--- config.mk ---
export PLATFORM = sky130hd
export DESIGN_NAME = prism_cfg_sequencer
export DESIGN_NICKNAME = d
export VERILOG_FILES = /design/src/rtl/prism_cfg_sequencer.sv
export SDC_FILE = /design/constraint.sdc
export NUM_CORES = 1
export LEC_CHECK = 0
export BUFFER_PORTS_ARGS = -buffer_cell sky130_fd_sc_hd__buf_4
export CAP_MARGIN = 25
export CORE_ASPECT_RATIO = 0.8
export CORE_MARGIN = 1
export CORE_UTILIZATION = 43
export DETAILED_ROUTE_END_ITERATION = 8
export HOLD_SLACK_MARGIN = 0.1
export PLACE_DENSITY = 0.74
export SYNTH_ARGS = -nofsm -noshare
export SYNTH_HDL_FRONTEND = slang
export SYNTH_SLANG_ARGS = --single-unit
--- constraint.sdc ---
create_clock -name clk -period 2.17 [get_ports clk]
set_input_delay 0.217 -clock clk [delete_from_list [all_inputs] [get_ports clk]]
set_output_delay 0.217 -clock clk [all_outputs]
set_load 0.01 [all_outputs]
--- src/rtl/prism_cfg_sequencer.sv ---
// Streams two-word configuration records into the PRISM latch loader and
// holds the load address/data until the loader has swept every latch enable.
module prism_cfg_sequencer #(
    parameter int DEPTH = 8,
    parameter int WIDTH = 64
) (
    input  logic        clk,
    input  logic        rst,
    input  logic        s_valid,
    input  logic [31:0] s_data,
    output logic        s_ready,
    input  logic        abort,
    output logic [5:0]  cfg_addr,
    output logic [31:0] cfg_data,
    output logic        cfg_latch_wr,
    output logic        cfg_debug_wr,
    output logic        busy,
    output logic        done,
    output logic [7:0]  rec_count
);

    localparam int HOLD = 2 * DEPTH + 1;
    localparam int CW = $clog2(HOLD + 1);
    localparam logic [CW-1:0] HOLD_V = CW'(HOLD);
    localparam logic [CW-1:0] ONE_V = CW'(1);
    localparam logic [31:0] MSB_MASK = 32'hFFFF_FFFF >> (64 - WIDTH);
    localparam logic [5:0] ADDR_NONE = 6'h00;
    localparam logic [5:0] ADDR_MSB = 6'h14;
    localparam logic [5:0] ADDR_LOAD = 6'h10;

    typedef enum logic [2:0] {
        IDLE,
        MSB_SET,
        MSB_WR,
        WAIT_LSB,
        LSB_WR,
        SHIFT
    } state_e;

    state_e        state_q, state_d;
    logic [CW-1:0] cnt_q, cnt_d;
    logic          ready_q, ready_d;
    logic [5:0]    addr_q, addr_d;
    logic [31:0]   data_q, data_d;
    logic          latch_q, latch_d;
    logic          dbg_q, dbg_d;
    logic          busy_q, busy_d;
    logic          done_q, done_d;
    logic [7:0]    rec_q, rec_d;
    logic          hs;

    // abort masks the handshake in the same cycle it is raised
    assign s_ready = ready_q & ~abort;
    assign hs = s_valid & s_ready;

    always_comb begin
        state_d = state_q;
        cnt_d = cnt_q;
        ready_d = 1'b0;
        addr_d = ADDR_NONE;
        data_d = data_q;
        latch_d = 1'b0;
        dbg_d = 1'b0;
        done_d = 1'b0;
        rec_d = rec_q;

        unique case (state_q)
            IDLE: begin
                if (cnt_q != '0) cnt_d = cnt_q - ONE_V;
                if (hs) begin
                    state_d = MSB_SET;
                    data_d = s_data & MSB_MASK;
                end
            end
            MSB_SET: state_d = MSB_WR;
            MSB_WR: state_d = WAIT_LSB;
            WAIT_LSB: begin
                if (hs) begin
                    state_d = LSB_WR;
                    data_d = s_data;
                end
            end
            LSB_WR: begin
                // the load pulse is already out, so the hold starts regardless of abort
                cnt_d = HOLD_V;
                state_d = SHIFT;
            end
            SHIFT: begin
                cnt_d = cnt_q - ONE_V;
                if (cnt_q == ONE_V) begin
                    state_d = IDLE;
                    done_d = 1'b1;
                    rec_d = rec_q + 8'd1;
                end
            end
            default: state_d = IDLE;
        endcase

        if (abort) begin
            state_d = IDLE;
            done_d = 1'b0;
            rec_d = rec_q;
        end

        unique case (state_d)
            IDLE: begin
                ready_d = (cnt_d == '0);
                data_d = '0;
            end
            MSB_SET: addr_d = ADDR_MSB;
            MSB_WR: begin
                addr_d = ADDR_MSB;
                latch_d = 1'b1;
            end
            WAIT_LSB: ready_d = 1'b1;
            LSB_WR: begin
                addr_d = ADDR_LOAD;
                dbg_d = 1'b1;
            end
            SHIFT: addr_d = ADDR_LOAD;
            default: ready_d = 1'b0;
        endcase

        busy_d = (state_d != IDLE);
    end

    always_ff @(posedge clk) begin
        if (rst) begin
            state_q <= IDLE;
            cnt_q <= '0;
            ready_q <= 1'b1;
            addr_q <= ADDR_NONE;
            data_q <= '0;
            latch_q <= 1'b0;
            dbg_q <= 1'b0;
            busy_q <= 1'b0;
            done_q <= 1'b0;
            rec_q <= '0;
        end else begin
            state_q <= state_d;
            cnt_q <= cnt_d;
            ready_q <= ready_d;
            addr_q <= addr_d;
            data_q <= data_d;
            latch_q <= latch_d;
            dbg_q <= dbg_d;
            busy_q <= busy_d;
            done_q <= done_d;
            rec_q <= rec_d;
        end
    end

    assign cfg_addr = addr_q;
    assign cfg_data = data_q;
    assign cfg_latch_wr = latch_q;
    assign cfg_debug_wr = dbg_q;
    assign busy = busy_q;
    assign done = done_q;
    assign rec_count = rec_q;

endmodule

==> flow_summary.json <==
{
  "status": "finished, final reports clean",
  "place_hpwl_um": 3746,
  "r2r_start": "cnt_q[1]",
  "yosys_warnings": 0,
  "gp_congestion": 0.9093,
  "ios": 87,
  "first_global_vias": 1775,
  "critPathKind": "flip-flop to flip-flop",
  "fp.dieArea_um2": 5584,
  "stdcell_area_um2": 3115,
  "hold_viol_final": 0,
  "finalSetupViolCount": 0,
  "initial_core_util_pct": 45.14,
  "core_um2": 5036,
  "grt_pass1_wl_um": 8273,
  "rsz0062_at_grt": "yes",
  "arrival_ps": 2370,
  "grt_overflow_total": 0,
  "die_h_um": 67.04,
  "area_growth_pct": 37.04,
  "synth_cell_type_count": 43,
  "r2r_cells": 7,
  "clk_pin_slew_ps": 100,
  "clock_tree.root_cell": "clkbuf_8",
  "drive_gt1_share_pct": 31.65,
  "die_x_um": 83.30,
  "first_pass_iters": 4,
  "p_leak_nw": 1.307,
  "slew_viol_final": 0,
  "remaining_drc_errors": 0,
  "maxClockFrequency_mhz": 466.5,
  "fin_skew_ps": 8.669,
  "endpoint": "ready_q",
  "antenna_found_initial": 0,
  "cap_viol_max_count": 0,
  "grt_max_degree": 33,
  "rows": 23,
  "power_density_nw_per_um2": 861.9,
  "final_core_util_pct": 61.86,
  "diodes": 0,
  "synth_cells": 275,
  "via_count": 2120,
  "placed_area_um2": 2925,
  "crit_required_ps": 2390,
  "min_path_type": "input pin to flip-flop",
  "clk_latency_ps": 300,
  "wl_per_cell_um": 12.57,
  "avgSynthCellArea_um2": 8.267,
  "synthArstFlopShare_pct": 0,
  "grt_usage_pct": 18.69,
  "finalCritPeriodShare_pct": 98.78,
  "crit_path_max_fanout": 4,
  "finalWirelength_um": 5265,
  "cts_sinks": 55,
  "reg2reg_slack_ps": 30,
  "synth_ff_type": "dfxtp_1",
  "vias_per_cell": 5.060,
  "cts-buffers-inserted": 5,
  "reg2reg_to": "ready_q",
  "layout.nets": 396,
  "clock_path_buffers": 2,
  "portBuffers": 82,
  "drtIter0Drc": 57,
  "worstSetupStartpoint": "cnt_q[1]",
  "yosys_register_bits": 55,
  "holdBufCountCts": 0,
  "layout_min_cycle_time_ps": 2143,
  "cts_tree": "yes",
  "setup.worst_path.end_class": "flip-flop",
  "netlist_area_um2": 2273,
  "synth_edf_count": 0,
  "ir_drop_v": 0.0006665,
  "startpoint_type": "flip-flop",
  "h-tree-depth": 2,
  "ant_nets": 0,
  "synth-seq-area-share_pct": 48.43
}
[worst min-delay path by stage]
stage / start / endpoint / slack (ps) / cells after the start
6_report: s_data[18] / cfg_data[18] / 150 / 3
3_3_place_gp: cfg_data[30] / cfg_data[30] / 440 / 2
4_1_cts: s_data[5] / cfg_data[5] / 140 / 3
3_5_place_dp: cfg_data[22] / cfg_data[22] / 450 / 2
2_1_floorplan: abort / cfg_debug_wr / 350 / 2
5_1_grt: s_data[18] / cfg_data[18] / 130 / 3
[synth_stat cells, drive strengths merged (3+ instances only)]
cell | number | area share [%]
or3 | 3 | 0.83
nand2 | 71 | 12
xor2 | 6 | 2.3
nand2b | 4 | 1.1
nor2 | 17 | 2.8
clkbuf | 12 | 2.0
nor2b | 8 | 2.2
nand3 | 3 | 0.66
inv | 6 | 0.99
nor3 | 5 | 1.3
a21oi | 37 | 8.6
ha | 4 | 2.2
dfxtp | 55 | 48
nand4 | 4 | 1.1
buf | 8 | 2.2
a211oi | 3 | 0.99
o21ai | 3 | 0.83
[layout make-up]
class                      instances  area, um^2
tap                               62       77.57
clock buffer                       6       82.58
fill                             449        1921
timing repair buffer              91       695.7
sequential                        55        1102
clock inverter                     2       38.79
inverter                           6       25.02
multi-input combinational        197        1094
[critical path: stages (launching register included)]
cell and delay [ps]:
dfxtp_1 330, inv_2 100, ha_4 140, or4b_4 470, a21oi_4 210, o21ai_2 80
or4_1 510, o31ai_1 240
[cells by family after synthesis]
group,share of synthesized area [%]
buffers and inverters,5.173
other,0.1649
muxes,0.4403
DFF,48.43
AOI/OAI and AO/OA,14.31
and+or+nand+nor,26.20
adders and majority gates,2.202
xor gates and xnor gates,3.082
[where the power goes]
group / leakage, nW / internal (mW) / total [mW] / switching (mW)
sequential: 0.445 / 1.08 / 1.15 / 0.0753
clock: 0.0618 / 0.380 / 0.705 / 0.325
combinational: 0.800 / 0.421 / 0.830 / 0.409
total: 1.31 / 1.88 / 2.69 / 0.809
[cells in the final DEF (no fill, tap or decap), types with 2 or more instances in the layout]
cell	count
buf_4	90
nand2_1	71
dfxtp_1	54
a21oi_1	36
nor2_1	16
nor2b_1	8
xor2_1	6
clkbuf_8	6
nand4_1	4
inv_1	4
nand2b_1	4
nor3_1	4
conb_1	4
or3_1	3
a211oi_1	3
nand3_1	3
ha_1	3
xnor2_1	2
and3b_1	2
or4b_4	2
a31oi_1	2
o31ai_1	2
o21ai_0	2
[registers in the layout (all words and copies together), names as in the netlist]
signal / flops
busy: 1
cfg_addr: 2
cfg_data: 32
cfg_debug_wr: 1
cfg_latch_wr: 1
cnt_q: 5
done: 1
ready_q: 1
rec_count: 8
state_q: 3
[layer usage]
metal  track usage (%)  part of all wire, %
met1             24.70                   47
met2             29.20                   44
met3             5.081                  6.3
met4             7.112                  2.4
met5                 0                    0
[per-stage QoR]
stage	total power, mW	worst slack [ps]	instances	hold slack, ps	setup TNS (ps)
floorplan	1.635	103.3	278	352.4	0
global placement	1.813	55.55	406	442.9	0
detailed placement	1.833	-72.40	406	446.9	-72.40
CTS	2.632	12.37	416	137.7	0
global route	2.829	-20.75	419	132.4	-20.75
finish	2.685	26.54	419	150.1	0
[timing repair]
item / 4_1_cts / 5_1_grt
resized for setup: 6 / 3
buffers inserted: 2 / 3
cloned: 0 / 0
endpoints found under the setup margin: 1 / 7
pin swaps: 3 / 2
Note: power is estimated with default switching activity, not from simulation.
